File: src/rtl/spt_abuf_req_if.sv
// rtl/spt_abuf_req_if.sv - SPORT autobuffer requester signal bundle
interface spt_abuf_req_if #(
    parameter int AW = 14
);
    logic          TABUF_EN;
    logic          RABUF_EN;
    logic          TX_empty;
    logic          RX_full;
    logic          T_Sack;
    logic          R_Sack;
    logic          reg_we;
    logic [2:0]    reg_sel;
    logic [AW-1:0] reg_di;
    logic          T_Sreqi;
    logic          R_Sreqi;
    logic [AW-1:0] T_addr;
    logic [AW-1:0] R_addr;
    logic          TX_ld;
    logic          RX_rel;
    logic          T_unf;
    logic          R_ovf;

    // Requester block view
    modport slave (
        input  TABUF_EN, RABUF_EN, TX_empty, RX_full, T_Sack, R_Sack,
        input  reg_we, reg_sel, reg_di,
        output T_Sreqi, R_Sreqi, T_addr, R_addr, TX_ld, RX_rel, T_unf, R_ovf
    );

    // SPORT / arbiter / register-host view
    modport master (
        output TABUF_EN, RABUF_EN, TX_empty, RX_full, T_Sack, R_Sack,
        output reg_we, reg_sel, reg_di,
        input  T_Sreqi, R_Sreqi, T_addr, R_addr, TX_ld, RX_rel, T_unf, R_ovf
    );
endinterface

File: src/rtl/spt_abuf_req.sv
// rtl/spt_abuf_req.sv - SPORT autobuffer cycle-steal requester (TX and RX channels)
module spt_abuf_chan #(
    parameter int         AW       = 14,
    parameter logic [2:0] SEL_BASE = 3'd0
) (
    input  logic          DSPCLK,
    input  logic          T_RST,
    input  logic          en,
    input  logic          evt,
    input  logic          sack,
    input  logic          reg_we,
    input  logic [2:0]    reg_sel,
    input  logic [AW-1:0] reg_di,
    output logic          sreqi,
    output logic [AW-1:0] addr,
    output logic          done_pulse,
    output logic          err
);
    typedef enum logic [1:0] {
        ST_IDLE = 2'd0,
        ST_PEND = 2'd1,
        ST_DONE = 2'd2
    } state_t;

    localparam logic [2:0] SEL_I = SEL_BASE;
    localparam logic [2:0] SEL_M = SEL_BASE + 3'd1;
    localparam logic [2:0] SEL_L = SEL_BASE + 3'd2;

    state_t        state_q, state_d;
    logic          again_q, again_d;
    logic          take;
    logic          set_err;
    logic [AW-1:0] i_q, m_q, l_q, b_q;
    logic [AW-1:0] sum;
    logic [AW:0]   limit;
    logic [AW-1:0] next_addr;
    logic          wr_i, wr_m, wr_l;

    assign wr_i = reg_we && (reg_sel == SEL_I);
    assign wr_m = reg_we && (reg_sel == SEL_M);
    assign wr_l = reg_we && (reg_sel == SEL_L);

    // Outputs decode straight from the state register, so they are glitch-free
    assign sreqi      = (state_q == ST_PEND);
    assign done_pulse = (state_q == ST_DONE);
    assign addr       = i_q;

    // Circular-buffer next address: wrap by L when stepping past either end
    always_comb begin
        sum       = i_q + m_q;
        limit     = {1'b0, b_q} + {1'b0, l_q};
        next_addr = sum;
        if (l_q != '0) begin
            if (!m_q[AW-1]) begin
                if ({1'b0, sum} >= limit) next_addr = sum - l_q;
            end else begin
                if (sum < b_q) next_addr = sum + l_q;
            end
        end
    end

    // Request state machine: next state, address-advance and overrun detection
    always_comb begin
        state_d = state_q;
        again_d = 1'b0;
        take    = 1'b0;
        set_err = 1'b0;
        case (state_q)
            ST_IDLE: begin
                if (evt && en) state_d = ST_PEND;
            end
            ST_PEND: begin
                if (sack) begin
                    // The granted cycle is honoured even if EN just dropped
                    state_d = ST_DONE;
                    take    = 1'b1;
                    again_d = evt && en;
                end else if (!en) begin
                    state_d = ST_IDLE;
                end else if (evt) begin
                    set_err = 1'b1;
                end
            end
            ST_DONE: begin
                state_d = ((again_q || evt) && en) ? ST_PEND : ST_IDLE;
            end
            default: state_d = ST_IDLE;
        endcase
    end

    // State register plus the event seen during the granted cycle
    always_ff @(posedge DSPCLK) begin
        if (T_RST) begin
            state_q <= ST_IDLE;
            again_q <= 1'b0;
        end else begin
            state_q <= state_d;
            again_q <= again_d;
        end
    end

    // Index/modify/length/base registers; a host write to I beats the auto-advance
    always_ff @(posedge DSPCLK) begin
        if (T_RST) begin
            i_q <= '0;
            m_q <= '0;
            l_q <= '0;
            b_q <= '0;
        end else begin
            if (wr_i) begin
                i_q <= reg_di;
                b_q <= reg_di;
            end else if (take) begin
                i_q <= next_addr;
            end
            if (wr_m) m_q <= reg_di;
            if (wr_l) l_q <= reg_di;
        end
    end

    // Sticky overrun flag, cleared by re-arming the buffer through I
    always_ff @(posedge DSPCLK) begin
        if (T_RST) begin
            err <= 1'b0;
        end else if (set_err) begin
            err <= 1'b1;
        end else if (wr_i) begin
            err <= 1'b0;
        end
    end
endmodule

module spt_abuf_req #(
    parameter int AW = 14
) (
    input  logic           DSPCLK,
    input  logic           T_RST,
    spt_abuf_req_if.slave  bus
);
    spt_abuf_chan #(.AW(AW), .SEL_BASE(3'd0)) u_tx (
        .DSPCLK     (DSPCLK),
        .T_RST      (T_RST),
        .en         (bus.TABUF_EN),
        .evt        (bus.TX_empty),
        .sack       (bus.T_Sack),
        .reg_we     (bus.reg_we),
        .reg_sel    (bus.reg_sel),
        .reg_di     (bus.reg_di),
        .sreqi      (bus.T_Sreqi),
        .addr       (bus.T_addr),
        .done_pulse (bus.TX_ld),
        .err        (bus.T_unf)
    );

    spt_abuf_chan #(.AW(AW), .SEL_BASE(3'd3)) u_rx (
        .DSPCLK     (DSPCLK),
        .T_RST      (T_RST),
        .en         (bus.RABUF_EN),
        .evt        (bus.RX_full),
        .sack       (bus.R_Sack),
        .reg_we     (bus.reg_we),
        .reg_sel    (bus.reg_sel),
        .reg_di     (bus.reg_di),
        .sreqi      (bus.R_Sreqi),
        .addr       (bus.R_addr),
        .done_pulse (bus.RX_rel),
        .err        (bus.R_ovf)
    );
endmodule

File: src/flat_wrapper.sv
// flat-port wrapper written by rule: the top's interface ports become plain ports
module spt_abuf_req_flat 
#(
    parameter int AW = 14
)
  (DSPCLK, T_RST, bus_TABUF_EN, bus_RABUF_EN, bus_TX_empty, bus_RX_full, bus_T_Sack, bus_R_Sack, bus_reg_we, bus_reg_sel, bus_reg_di, bus_T_Sreqi, bus_R_Sreqi, bus_T_addr, bus_R_addr, bus_TX_ld, bus_RX_rel, bus_T_unf, bus_R_ovf);
  spt_abuf_req_if #(.AW(AW)) bus_i ();
  input  logic DSPCLK;
  input  logic T_RST;
  input wire logic [$bits(bus_i.TABUF_EN)-1:0] bus_TABUF_EN;
  input wire logic [$bits(bus_i.RABUF_EN)-1:0] bus_RABUF_EN;
  input wire logic [$bits(bus_i.TX_empty)-1:0] bus_TX_empty;
  input wire logic [$bits(bus_i.RX_full)-1:0] bus_RX_full;
  input wire logic [$bits(bus_i.T_Sack)-1:0] bus_T_Sack;
  input wire logic [$bits(bus_i.R_Sack)-1:0] bus_R_Sack;
  input wire logic [$bits(bus_i.reg_we)-1:0] bus_reg_we;
  input wire logic [$bits(bus_i.reg_sel)-1:0] bus_reg_sel;
  input wire logic [$bits(bus_i.reg_di)-1:0] bus_reg_di;
  output wire logic [$bits(bus_i.T_Sreqi)-1:0] bus_T_Sreqi;
  output wire logic [$bits(bus_i.R_Sreqi)-1:0] bus_R_Sreqi;
  output wire logic [$bits(bus_i.T_addr)-1:0] bus_T_addr;
  output wire logic [$bits(bus_i.R_addr)-1:0] bus_R_addr;
  output wire logic [$bits(bus_i.TX_ld)-1:0] bus_TX_ld;
  output wire logic [$bits(bus_i.RX_rel)-1:0] bus_RX_rel;
  output wire logic [$bits(bus_i.T_unf)-1:0] bus_T_unf;
  output wire logic [$bits(bus_i.R_ovf)-1:0] bus_R_ovf;
  assign bus_i.TABUF_EN = bus_TABUF_EN;
  assign bus_i.RABUF_EN = bus_RABUF_EN;
  assign bus_i.TX_empty = bus_TX_empty;
  assign bus_i.RX_full = bus_RX_full;
  assign bus_i.T_Sack = bus_T_Sack;
  assign bus_i.R_Sack = bus_R_Sack;
  assign bus_i.reg_we = bus_reg_we;
  assign bus_i.reg_sel = bus_reg_sel;
  assign bus_i.reg_di = bus_reg_di;
  assign bus_T_Sreqi = bus_i.T_Sreqi;
  assign bus_R_Sreqi = bus_i.R_Sreqi;
  assign bus_T_addr = bus_i.T_addr;
  assign bus_R_addr = bus_i.R_addr;
  assign bus_TX_ld = bus_i.TX_ld;
  assign bus_RX_rel = bus_i.RX_rel;
  assign bus_T_unf = bus_i.T_unf;
  assign bus_R_ovf = bus_i.R_ovf;
  spt_abuf_req #(.AW(AW)) u_core (.DSPCLK(DSPCLK), .T_RST(T_RST), .bus(bus_i));
endmodule
File: config.mk
export PLATFORM = sky130hd
export DESIGN_NAME = spt_abuf_req_flat
export DESIGN_NICKNAME = d
export VERILOG_FILES = /design/src/rtl/spt_abuf_req_if.sv /design/src/rtl/spt_abuf_req.sv /design/src/flat_wrapper.sv
export SDC_FILE = /design/constraint.sdc
export NUM_CORES = 1
export LEC_CHECK = 0
export ABC_AREA = 1
export CAP_MARGIN = 10
export CELL_PAD_IN_SITES_DETAIL_PLACEMENT = 0
export CELL_PAD_IN_SITES_GLOBAL_PLACEMENT = 2
export CORE_ASPECT_RATIO = 0.5
export CORE_MARGIN = 1
export CORE_UTILIZATION = 34
export DETAILED_ROUTE_END_ITERATION = 10
export PLACE_DENSITY = 0.84
export SYNTH_ARGS = -nofsm -noshare
export SYNTH_HDL_FRONTEND = slang
export SYNTH_HIERARCHICAL = 1
export SYNTH_SLANG_ARGS = --single-unit
File: constraint.sdc
create_clock -name DSPCLK -period 3.8 [get_ports DSPCLK]
set_input_delay 0.57 -clock DSPCLK [delete_from_list [all_inputs] [get_ports DSPCLK]]
set_output_delay 0.57 -clock DSPCLK [all_outputs]
set_load 0.05 [all_outputs]
Yosys cells after proc, flatten, opt, wreduce, memory -nomap -nowiden:

Cells that the tools add are included.

* register bits: 120

* reduce and logical (&&, ||, !) cells: 25
* equal/unequal tests: 13
* multiplexer cells: 38
* add/subtract/negate cells: 8
* bitwise logic cells: 4
* magnitude comparators: 4

Operators with widths (number)
* $mux 14: 12
* $add 14x14->14: 4
* $add 14x14->15: 2
* $ge 14x15->1: 2
* $lt 14x14->1: 2
* $reduce_bool 14->1: 2
* $sub 14x14->14: 2
* $mux 1: 18
* $mux 2: 6
* $pmux 2 s3: 2
* $logic_and 1x1->1: 10
* $reduce_bool 2->1: 4
* $eq 3x2->1 const B: 2
* $eq 3x3->1 const B: 2
* $ne 3x3->1 const B: 2
* $reduce_or 3->1: 2
* $eq 2x1->1 const B: 2
* $eq 2x2->1 const B: 2
* $logic_not 2->1: 2
* $ne 2x2->1 const B: 2
* $not 1->1: 4
* $reduce_and 2->1: 2
* $eq 3x1->1 const B: 1
* $logic_not 3->1: 1
* $logic_or 1x1->1: 2

Logic depth before layout (Yosys ltp):

* depth in word-level cells: 7
* mapped depth: 28
* depth with buffers taken out: 28

Modules after synthesis:

Netlist, hierarchy kept.

By module, submodules not included
* spt_abuf_chan (u_core.u_tx): seq. area each 1201.2 µm², times used 1, cells an instance 1062, area an instance 6530.0 µm²
* spt_abuf_chan (u_core.u_rx): seq. area each 1201.2 µm², times used 1, cells an instance 1000, area an instance 6397.4 µm²

Worst setup path before layout:

OpenSTA, ideal clock, no wires.

* kind: flip-flop to flip-flop
* from: register u_core.u_rx.i_q[0], in the netlist u_core/u_rx/addr[0]
* to: register u_core.u_rx.i_q[9], in the netlist u_core/u_rx/addr[9]
* setup time: 0.128 ns
* required time: 3.672 ns
* data arrival time: 3.673 ns
* stages on the path, launching flop included: 22
* setup slack: 0.000 ns
* path buffers: 1
* cell sequence: dfxtp_1 -> ha_1 -> inv_1 -> fa_1 -> inv_1 -> nand3_1 -> nand2_4 -> nand2_1 -> nand2_1 -> xor2_1 -> ha_1 -> nand2_1 -> or4_1 -> a21oi_2 -> nand2_2 -> nand3_4 -> buf_6 -> nand2_1 -> nand3_1 -> nand3_1 -> a21oi_1 -> nor2_1

* longest elaborated chain between the ends: 7
* elaborated cells on any way between the ends: 11
* those cells by class: 3 x add/sub; 2 x order compare; 6 x mux

Ends and longest elaborated chain
* from (decl): line spt_abuf_req.sv:33 `logic [AW-1:0] i_q, m_q, l_q, b_q;`
* from (signal assigned): line spt_abuf_req.sv:111 `i_q <= reg_di;`
* from (signal assigned): line spt_abuf_req.sv:114 `i_q <= next_addr;`
* $add 14x14->14 (*): line spt_abuf_req.sv:50 `sum = i_q + m_q;`
* $sub 14x14->14, or another cell as far along: line spt_abuf_req.sv:55 `if ({1'b0, sum} >= limit) next_addr = sum - l_q;`
* $mux 14 (on tied branches): line spt_abuf_req.sv:55, spt_abuf_req.sv:57
* $mux 14: line spt_abuf_req.sv:54 `if (!m_q[AW-1]) begin`
* $mux 14 (*): line spt_abuf_req.sv:53 `if (l_q != '0) begin`
* $mux 14 (*): line spt_abuf_req.sv:113 `end else if (take) begin`
* $mux 14 (*): line spt_abuf_req.sv:110 `if (wr_i) begin`

Mark *: on every way between the ends. The rest lies on a longest branch, timed or not. The select of a mux whose other input is x is not followed.
A chain may end at the register's enable or synchronous reset.

Worst setup path in the final report:

* from: register u_core.u_rx.i_q[0], in the netlist u_core/u_rx/addr[0]
* to: register u_core.u_rx.i_q[13], in the netlist u_core/u_rx/addr[13]

Same word-level chain as after synthesis.

==> summary.md <==
| Metric | Value |
|---|---|
| Top cells by area, synth | dfxtp_1, nand2_1, ha_1, inv_1, nand3_1 |
| Diodes inserted | 0 |
| Die width | around 280 um |
| Worst-path clk slew | ~70 ps |
| Placer Congestion | about 0.89 |
| Crit-path leading delay family | simple AND/OR/NAND/NOR gates |
| Final worst path period need | 3622 ps |
| # fillers | 4064 |
| Drt pass-1 iters | 5 |
| I/O pins | 60 |
| Die ar. | 38850 um2 |
| Core Area | about 37000 um2 |
| Core Rows | 50 |
| Die Ht | 139.9 um |
| Ys async rst share | 0% |
| Hold WC Path Type | reg2reg |
| Worst slew pin tran | 869.6 ps |
| EDFF count, synth | 0 |
| Seq/Total Area, Yosys | 18.58% |
| P_leak | slightly above 8 nW |
| PwrDens | approximately 360 nW/um2 |
| Ratio of cells with drive above 1 in the final layout | between 10 and 15% |
| YS warnings | 6 |
| Power, Total | about 5.7 mW |
| Synthesized cell area | between 10000 and 15000 um2 |
| Post-synth top area share | between 10% and 20% |
| Number of vias per cell | 4.978 |
| CTS tree | done |
| Worst Path Arrival | a little under 4000 ps |
| Slowest Stage Delay on Critical Path | ~560 ps |
| Synth Area per Inst | between 6 and 7 um2 |
| Hpwl dp | around 36000 um |
| Largest net degree at the start of global routing | ~120 |
| Status | complete, no violations |
| Slowest stage cell on the critical path | or4_4 |
| Number of I/O port buffers | 59 |
| Synth area leader | dfxtp_1 |
| Worst-Skew Late Latency | approximately 450 ps |
| Routed WL per cell | approximately 17 um |
| Vias in the first global route | about 13000 |
| Nets | 2378 |
| CTS hold repair buffers | 0 |
| First-pass GRT wire length | approximately 70000 um |
| Residual DRC count | 0 |
| Post-Synthesis Cells | between 2000 and 2500 |
| GRT Resource Usage Total | roughly a quarter |
| CP Data Required Time | a little over 4000 ps |
| Max Fanout on Critical Path | 7 |
| Max VDD drop | between 0.2 and 0.25 mV |
| Synthesis-stage register bit count | 120 |
| Most Frequent Cell on Critical Path | nand2_1 |
| Clock sinks | 120 |
| CTS root buf | clkbuf_16 |
| Setup crit start kind | flip-flop |
| # setup viols final | 0 |
| Max-Cap Viols | 0 |
| Antenna Nets Post-Route | 0 |
| Util after Layout | 42.47% |
| Starting Density | between 30% and 40% |
| H-Tree Depth | 4 |
| DR iter-0 viols | ~900 |
| Fin crit share | 95.32% |
| Fmax | 276.1 MHz |
| Most used DFF post-synth | dfxtp_1 |
| Worst slew margin | 41.97% |
| Setup crit end kind | flip-flop |
| Via count | ~13000 |
| Fin. Hold Viols | 0 |
| Worst Path Buf+Inv | 4 |
| GR Overflow Total | 0 |
| Critical Setup Path Class | reg2reg |
| Initial antenna violation count | 0 |
| Skew final | a little over 10 ps |
| Crit path cell chain | ha_2, inv_1, fa_2, inv_2, nand3_1, nand2_4, nand2_1, nand2_1, xor2_1, buf_4, ha_1, nand2_1, or4_4, a21oi_4, nand2_4, nand3_4, buf_6, nand3_2, nand3_1, nand2_1, nand2_1, a21oi_2 |
| Final WL | 46400 um |
| Syn nets | 2246 |
| Final-report max-slew violation count | 0 |
| CTS Buf Count | 17 |
| Yosys cell types | 46 |
| Area grow syn2layout | 22.92% |
| Clock tree buffer depth | 2 |
==> worst min-delay path, delay by kind of cell, from the launching register on <==
| family | cells | cell delay [ps] |
|---|---|---|
| DFF | 1 | 310 |
| and+or+nand+nor | 1 | 60 |
| AOI/OAI and AO/OA | 1 | 50 |
==> metrics by stage <==
step / hold WS, ps / cell area, um2 / cells / worst slack [ps] / setup TNS (ps)
after floorplan: 444.7 / 12930 / 2062 / 9.304 / 0
after global placement: 454.3 / 14660 / 2655 / 15.14 / 0
after detailed placement: 461.5 / 14660 / 2655 / -49.57 / -311.5
after CTS: 470.6 / 15310 / 2687 / 0.7936 / 0
after global routing: 486.8 / 15890 / 2701 / -27.70 / -165.3
final: 468.8 / 15890 / 2701 / 177.7 / 0
==> layout make-up <==
type | instances | area (um2) | share of cell area [%]
multi-input cells | 1558 | 9477 | 59.64
flip-flops and latches | 120 | 2412 | 15.18
repair buffers | 173 | 1535 | 9.661
inverters | 324 | 1226 | 7.717
well taps | 494 | 618.1 | 3.890
clock buffers | 20 | 456.7 | 2.874
clock inverters | 12 | 165.2 | 1.039
==> metal layers <==
layer  share of wire (%)  GRT usage [%]  routed length, um  up-vias
met5                   0              0                  0        -
met4                 2.4          7.357               1135        0
met3                 2.9          2.636               1368       53
met2                  48          41.88              22080      255
met1                  47          30.36              21810     6167
li1                    -              -                  -     6971
==> cell families (layout without fill, tap and decap cells) <==
group                    after synthesis  count (layout)  synth area share [%]
AND/OR/NAND/NOR                     1003            1005                 34.68
buffers and inverters                386             529                 11.68
AO/OA/AOI/OAI                        321             321                 14.29
adder cells (fa/ha/maj)              158             158                 15.76
flip-flops                           120             120                 18.58
XOR/XNOR                              74              74                 5.014
==> synthesized netlist by cell type (14+ instances only) <==
master	count
dfxtp_1	120
a21oi_2	14
inv_1	309
nand2_1	538
o21ai_0	50
clkbuf_1	45
ha_1	150
xor2_1	53
nand2_2	29
nor2_1	140
a21oi_1	182
xnor2_1	21
a211oi_1	35
nand3_1	188
nand4_1	46
==> layout by cell type, fill, tap and decap left out, drive strengths merged, types with 5 or more instances in the layout <==
cell | netlist | routed
buf | 17 | 114
nor2 | 155 | 155
o21ai | 52 | 52
xnor2 | 21 | 21
o21bai | 13 | 13
a211oi | 35 | 35
nand3 | 200 | 202
clkdlybuf4s50 | 0 | 58
clkinv | 4 | 5
inv | 320 | 323
clkinvlp | 0 | 5
nand2 | 572 | 572
nor3 | 10 | 10
dfxtp | 120 | 120
fa | 8 | 8
clkbuf | 45 | 21
nand3b | 6 | 6
a21oi | 196 | 196
nand4 | 49 | 49
nor4 | 7 | 7
xor2 | 53 | 53
ha | 150 | 150
==> repair_timing <==
item / 4_1_cts / 5_1_grt
pin swaps: 1 / 40
endpoints found under the setup margin: 15 / 28
resized for setup: 4 / 103
gates cloned: 0 / 3
buffers inserted: 0 / 12
==> sequential cells by signal, indices dropped and copies added (netlist names), 2 cells and up <==
| signal | cells |
|---|---|
| u_core/u_tx/m_q | 14 |
| u_core/u_rx/m_q | 14 |
| u_core/u_tx/b_q | 14 |
| u_core/u_rx/addr | 14 |
| u_core/u_tx/addr | 14 |
| u_core/u_rx/state_q | 2 |
| u_core/u_rx/l_q | 14 |
| u_core/u_rx/b_q | 14 |
| u_core/u_tx/l_q | 14 |
| u_core/u_tx/state_q | 2 |
==> power by group <==
part	switching, mW	total (mW)	internal [mW]	leakage (nW)
Clock	0.718	1.79	1.07	0.293
Sequential	0.0421	1.34	1.30	0.977
Combinational	1.56	2.53	0.969	6.78
==> final timing paths <==
check / startpoint / depth (start not counted) / slack, ps / end
max: u_core/u_rx/addr[0]$_SDFFE_PP0P_ / 22 / 180 / u_core/u_rx/addr[13]$_SDFFE_PP0P_
min: u_core/u_rx/m_q[12]$_SDFFE_PP0P_ / 2 / 470 / u_core/u_rx/m_q[12]$_SDFFE_PP0P_
max reg2reg: u_core/u_rx/addr[0]$_SDFFE_PP0P_ / 22 / 180 / u_core/u_rx/addr[13]$_SDFFE_PP0P_
min reg2reg: u_core/u_rx/m_q[12]$_SDFFE_PP0P_ / 2 / 470 / u_core/u_rx/m_q[12]$_SDFFE_PP0P_
No activity file was read; power rests on OpenSTA's default activity.
==> RTL change 1: new RTL, same settings <==
Re-encode `state_t` (3 states) as one-hot, 3 bits wide.
--- a/src/rtl/spt_abuf_req.sv
+++ b/src/rtl/spt_abuf_req.sv
@@ -16,10 +16,10 @@
     output logic          done_pulse,
     output logic          err
 );
-    typedef enum logic [1:0] {
-        ST_IDLE = 2'd0,
-        ST_PEND = 2'd1,
-        ST_DONE = 2'd2
+    typedef enum logic [2:0] {
+        ST_IDLE = 3'b001,
+        ST_PEND = 3'b010,
+        ST_DONE = 3'b100
     } state_t;
 
     localparam logic [2:0] SEL_I = SEL_BASE;
Behaviour: no difference found for any inputs over 4 cycles, from zero or initial values and one cycle with T_RST high; so few cycles prove little.
==> RTL change 1 against the original RTL <==
Core utilization rose by 1.4 points. Sequential cell count up 2. Hold slack better by 0.0076 ns. Synthesized cell count shrank 1.1%. Wire length down 1.9%. Area after synthesis shrank 0.59%. Design area increased by 0.83%. Power fell by 4.8%. Sequential share of layout area rose by 0.13 points. Cell count is 0.11% higher. Worst setup slack better by 0.010 ns. Clock skew fell by 0.0031 ns. Clock power decreased by 9%. Critical path type unchanged. Highest routed layer unchanged.
==> RTL change 1: results (changes against the original RTL) <==
run status: complete, no violations
post-DP HPWL: 35830 um (-0.22%)
final WL: 45520 um (-1.9%)
Main synth FF type: dfxtp_1
Clock Latency Late Sink: 0.45 ns (about the same)
dpl ws: -0.08491 ns (-0.03534 ns)
Post-synth top cells: nand2_1 (514), inv_1 (304), a21oi_1 (192)
fraction of layout cells with a size suffix above 1: 0.1671 (+0.01941)
fin cells: 2704 (+0.11%)
Mapped Nets: 2223 (-1.0%)
Static Leakage: 0.008218 uW (+2.1%)
WP data arrival: 3.98 ns (+0.04 ns)
top post-synthesis cells by area: dfxtp_1 (19%), nand2_1 (15%), ha_1 (15%), inv_1 (8.9%), a21oi_1 (7.5%)
Post-Syn Area per Cell: 6.303 um^2 (+0.53%)
vias in the first global route: 13030 (+2.2%)
antenna violations before repair: 0 (unchanged)
synth warn: 6 (unchanged)
Final #Nets: 2393 (+0.63%)
clk buf depth: 2 (unchanged)
largest net degree at the start of global routing: 75 (-38%)
Yosys cell types: 50 (+8.7%)
CTS Buf Count: 17 (unchanged)
Fill cells: 3866 (-4.9%)
DR iter-0 viols: 876 (-2.9%)
GRT Total Usage: 0.2339 (-0.003894)
H-tree depth: 4 (unchanged)
Max transition margin: 0.3301 (-0.08957)
worst vdd ir: 0.0002303 V (-2.8%)
TritonRoute pass-1 iters: 5 (unchanged)
Ant. Diodes: 0 (unchanged)
register area share after synthesis: 0.1900 (+0.004219)
GPL Wtd Cong: 0.9261 (+4.2%)
Hold Path Class: flip-flop to flip-flop
global-route wire length before repair: 71190 um (-0.27%)
DR vias/cell: 4.946 (-0.65%)
Async S/R FF share, synth: 0 (unchanged)
port buffer count: 59 (unchanged)
power density over the cells: 336.9 nW/um^2 (-5.6%)
crit path max fanout: 4 (-3)
Root Driver: clkbuf_16
CTS clk-pin slew, worst paths: 0.06 ns
placed instance area: 14890 um^2 (+1.5%)
clk_skew: 0.007048 ns (-0.003090 ns)
==> RTL change 1: path summary, 6_finish.rpt <==
kind / to / startpoint / slack (ns) / cells past startpoint
max: u_core/u_tx/addr[11]$_SDFFE_PP0P_ / u_core/u_tx/addr[2]$_SDFFE_PP0P_ / 0.19 / 25
min: u_core/u_rx/b_q[0]$_SDFFE_PP0P_ / u_core/u_rx/b_q[0]$_SDFFE_PP0P_ / 0.48 / 2
max reg2reg: u_core/u_tx/addr[11]$_SDFFE_PP0P_ / u_core/u_tx/addr[2]$_SDFFE_PP0P_ / 0.19 / 25
min reg2reg: u_core/u_rx/b_q[0]$_SDFFE_PP0P_ / u_core/u_rx/b_q[0]$_SDFFE_PP0P_ / 0.48 / 2
==> RTL change 1: critical path, stage by stage (launching register included) <==
cell,delay [ns]
dfxtp_2,0.34
ha_4,0.24
a21oi_2,0.15
nand2_2,0.09
a21oi_4,0.19
o21ai_2,0.07
nand3_1,0.09
nand2_2,0.07
nand2_1,0.07
nand2_1,0.06
xnor2_1,0.17
buf_4,0.16
clkinvlp_4,0.18
ha_4,0.34
buf_4,0.11
nand3_1,0.06
or3_4,0.35
nor2_4,0.11
nand3_1,0.08
nand2_1,0.06
nor2_1,0.05
nand3_1,0.11
nand3_1,0.09
nand3_1,0.11
nand2_1,0.08
a21oi_2,0.10
==> RTL change 1: cell families (layout without fill, tap and decap cells) <==
kind of cell	count (synthesis)	after routing	synth area share
simple gates	936	938	0.3229
compound gates	377	377	0.1651
buf+inv	371	550	0.1123
fa+ha+maj	158	158	0.1585
flops	122	122	0.1900
xor+xnor	75	75	0.05111
==> RTL change 1: repair_timing <==
item                                    CTS  global route
pin swaps                                 0            38
hold endpoints to repair                  0             0
gates cloned                              0             3
endpoints found under the setup margin   15            28
gates resized for setup                   6           109
buffers inserted                          0             5
==> RTL change 1: final cells by class <==
class                      instances  area share
inverter                         317     0.07466
clock buffer                      17     0.02655
multi-input combinational       1548      0.5909
tap                              484     0.03780
sequential                       122      0.1531
clock inverter                    13    0.008200
timing repair buffer             203      0.1087
==> RTL change 1: power breakdown <==
part	switching (uW)	total (uW)	internal [uW]
sequential	46.1	1380	1330
clock	672	1620	950
combinational	1470	2400	928
total	2190	5400	3210
==> RTL change 1: routing by layer <==
| metal | vias to the layer above | global-route usage | wire length [um] |
|---|---|---|---|
| met5 | - | 0 | 0 |
| met4 | 0 | 0.05058 | 621 |
| li1 | 6996 | - | - |
| met2 | 215 | 0.3823 | 20360 |
| met1 | 6129 | 0.3296 | 22970 |
| met3 | 34 | 0.02670 | 1563 |
==> RTL change 2: new RTL, same flow settings <==
Made on the original files. `AW` is set to 14 in 4 places; all go to 15.
--- a/src/rtl/spt_abuf_req_if.sv
+++ b/src/rtl/spt_abuf_req_if.sv
@@ -1,6 +1,6 @@
 // rtl/spt_abuf_req_if.sv - SPORT autobuffer requester signal bundle
 interface spt_abuf_req_if #(
-    parameter int AW = 14
+    parameter int AW = 15
 );
     logic          TABUF_EN;
     logic          RABUF_EN;
--- a/src/rtl/spt_abuf_req.sv
+++ b/src/rtl/spt_abuf_req.sv
@@ -1,6 +1,6 @@
 // rtl/spt_abuf_req.sv - SPORT autobuffer cycle-steal requester (TX and RX channels)
 module spt_abuf_chan #(
-    parameter int         AW       = 14,
+    parameter int         AW       = 15,
     parameter logic [2:0] SEL_BASE = 3'd0
 ) (
     input  logic          DSPCLK,
@@ -131,7 +131,7 @@
 endmodule
 
 module spt_abuf_req #(
-    parameter int AW = 14
+    parameter int AW = 15
 ) (
     input  logic           DSPCLK,
     input  logic           T_RST,
--- a/src/flat_wrapper.sv
+++ b/src/flat_wrapper.sv
@@ -1,7 +1,7 @@
 // flat-port wrapper written by rule: the top's interface ports become plain ports
 module spt_abuf_req_flat 
 #(
-    parameter int AW = 14
+    parameter int AW = 15
 )
   (DSPCLK, T_RST, bus_TABUF_EN, bus_RABUF_EN, bus_TX_empty, bus_RX_full, bus_T_Sack, bus_R_Sack, bus_reg_we, bus_reg_sel, bus_reg_di, bus_T_Sreqi, bus_R_Sreqi, bus_T_addr, bus_R_addr, bus_TX_ld, bus_RX_rel, bus_T_unf, bus_R_ovf);
   spt_abuf_req_if #(.AW(AW)) bus_i ();
Ports: changed (resized bus_R_addr, bus_T_addr and bus_reg_di); port bits go from 60 to 63. No check against the original RTL was run, so the function may have changed too.
==> RTL change 2 against the original RTL <==
Sequential cell count increased by 8. Worst setup slack got worse by 0.077 ns. Synthesized cell count increased by 2.6%. First-iteration DRC count decreased by 10%. Wire length increased by 2.0%. Critical path depth increased by 4. Design area increased by 11%. Hold slack got worse by 0.0072 ns. Highest routed layer unchanged. Area after synthesis increased by 5.1%. Power increased by 9.1%.
==> RTL change 2: results (changes against the original RTL) <==
top post-synthesis cells by area: dfxtp_1 (19%), ha_1 (16%), nand2_1 (14%), inv_1 (8.8%), nand3_1 (8.4%)
Sw Ratio: 0.4068 (-0.003079)
synth warn: 6 (unchanged)
placed insts: 2838 (+6.9%)
clk buf depth: 2 (unchanged)
slowest stage delay, CP: 0.38 ns (-0.18 ns)
Fill cells: 4070 (+0.15%)
crit path max fanout: 6 (-1)
fraction of layout cells with a size suffix above 1: 0.1933 (+0.04559)
DR vias/cell: 4.932 (-0.92%)
worst-margin pin slew: 1.022 ns (+0.1529 ns)
Worst R2R Path Depth: 26 (+18%)
Static Leakage: 0.008710 uW (+8.2%)
register area share after synthesis: 0.1886 (+0.002734)
CTS Buf Count: 17 (unchanged)
largest net degree at the start of global routing: 60 (-50%)
slowest CP cell: fa_2
fin cells: 2889 (+7.0%)
Final #Nets: 2551 (+7.3%)
GPL Wtd Cong: 0.9019 (+1.5%)
TritonRoute pass-1 iters: 5 (unchanged)
family with the most delay on the worst path: simple AND/OR/NAND/NOR gates
Post-synth top cells: nand2_1 (491), inv_1 (320), nand3_1 (229)
run status: complete, no violations
Hold Path Class: flip-flop to flip-flop
WP data arrival: 4.00 ns (+0.06 ns)
port buffer count: 62 (+5.1%)
DR iter-0 viols: 809 (-10%)
vias in the first global route: 13550 (+6.3%)
GRT Total Usage: 0.2263 (-0.01152)
WL per Instance: 16.38 um (-4.7%)
Yosys cell types: 47 (+2.2%)
clk_skew: 0.01284 ns (+0.002698 ns)
H-tree depth: 4 (unchanged)
Mapped Nets: 2321 (+3.3%)
worst vdd ir: 0.0002913 V (+23%)
post-DP HPWL: 38070 um (+6.0%)
Setup Fix Bufs, Post-CTS: 0 (unchanged)
Post-Syn Area per Cell: 6.422 um^2 (+2.4%)
global-route wire length before repair: 73260 um (+2.6%)
Remaining DRCs: 0 (unchanged)
placed instance area: 16120 um^2 (+10%)
Clock Latency Late Sink: 0.43 ns (-0.02 ns)
post-CTS sizing: 5 (+1)
-- RTL change 2: kinds of logic (layout without fill, tap and decap cells) --
logic type | count (synthesis) | after routing | synth area share
AO/OA/AOI/OAI | 360 | 360 | 0.1581
buffers and inverters | 398 | 641 | 0.1139
flip-flops | 128 | 128 | 0.1886
adder cells (fa/ha/maj) | 178 | 178 | 0.1683
XOR/XNOR | 83 | 83 | 0.05349
AND/OR/NAND/NOR | 969 | 969 | 0.3176
-- RTL change 2: worst register-to-register path, stage by stage, from the launching register on --
cell and delay [ns]:
dfxtp_4 0.36, ha_4 0.16, fa_2 0.38, nand3_2 0.09, nand2_2 0.05, nand2_2 0.07, nand2_2 0.06, a21oi_4 0.16
o21ai_2 0.10, a21boi_2 0.20, o21ai_2 0.10, nand2_1 0.07, nand2_1 0.06, a21oi_2 0.14, xor2_1 0.16, ha_1 0.27
nand3_1 0.12, o21ai_2 0.08, nor2_4 0.15, nand3_4 0.16, buf_12 0.18, nand2_1 0.05, o21ai_1 0.05, nand2_1 0.06
nand3_1 0.10, nand2_2 0.15, a21oi_1 0.06
-- RTL change 2: final timing paths --
check | endpoint | slack (ns) | startpoint
min reg2reg | u_core/u_tx/err$_SDFFE_PP0P_ | 0.46 | u_core/u_tx/err$_SDFFE_PP0P_
max | u_core/u_tx/addr[0]$_SDFFE_PP0P_ | 0.10 | u_core/u_tx/b_q[0]$_SDFFE_PP0P_
max reg2reg | u_core/u_tx/addr[0]$_SDFFE_PP0P_ | 0.10 | u_core/u_tx/b_q[0]$_SDFFE_PP0P_
min | u_core/u_tx/err$_SDFFE_PP0P_ | 0.46 | u_core/u_tx/err$_SDFFE_PP0P_
-- RTL change 2: per-layer routing --
layer,vias up,GRT usage,routed length (um)
li1,7448,-,-
met1,6545,0.3204,23970
met2,222,0.3773,21420
met3,34,0.01810,1359
met4,0,0.04244,561
met5,-,0,0
-- RTL change 2: final cells by class --
cell class                 count  share of cell area
clock buffer                  19             0.02573
clock inverter                13            0.008599
inverter                     325             0.06950
multi-input combinational   1590              0.5753
sequential                   128              0.1468
tap                          530             0.03767
timing repair buffer         284              0.1365
-- RTL change 2: power groups by stage --
stage	combinational (uW)	sequential, uW	clock [uW]
after floorplan	1790	1520	0
after global placement	2740	1470	0
after detailed placement	2740	1470	0
after CTS	2770	1440	1750
after global routing	3360	1450	1810
final	3020	1440	1730
-- RTL change 2: through the flow --
| step | worst slack (ns) | util | setup TNS, ns |
|---|---|---|---|
| 6_report | 0.1012 | 0.4501 | 0 |
| 3_3_place_gp | -0.09816 | 0.4121 | -0.1784 |
| 3_5_place_dp | -0.1050 | 0.4121 | -0.2698 |
| 2_1_floorplan | 0.08087 | - | 0 |
| 4_1_cts | -0.01641 | 0.4282 | -0.01641 |
| 5_1_grt | -0.08222 | 0.4501 | -0.9966 |
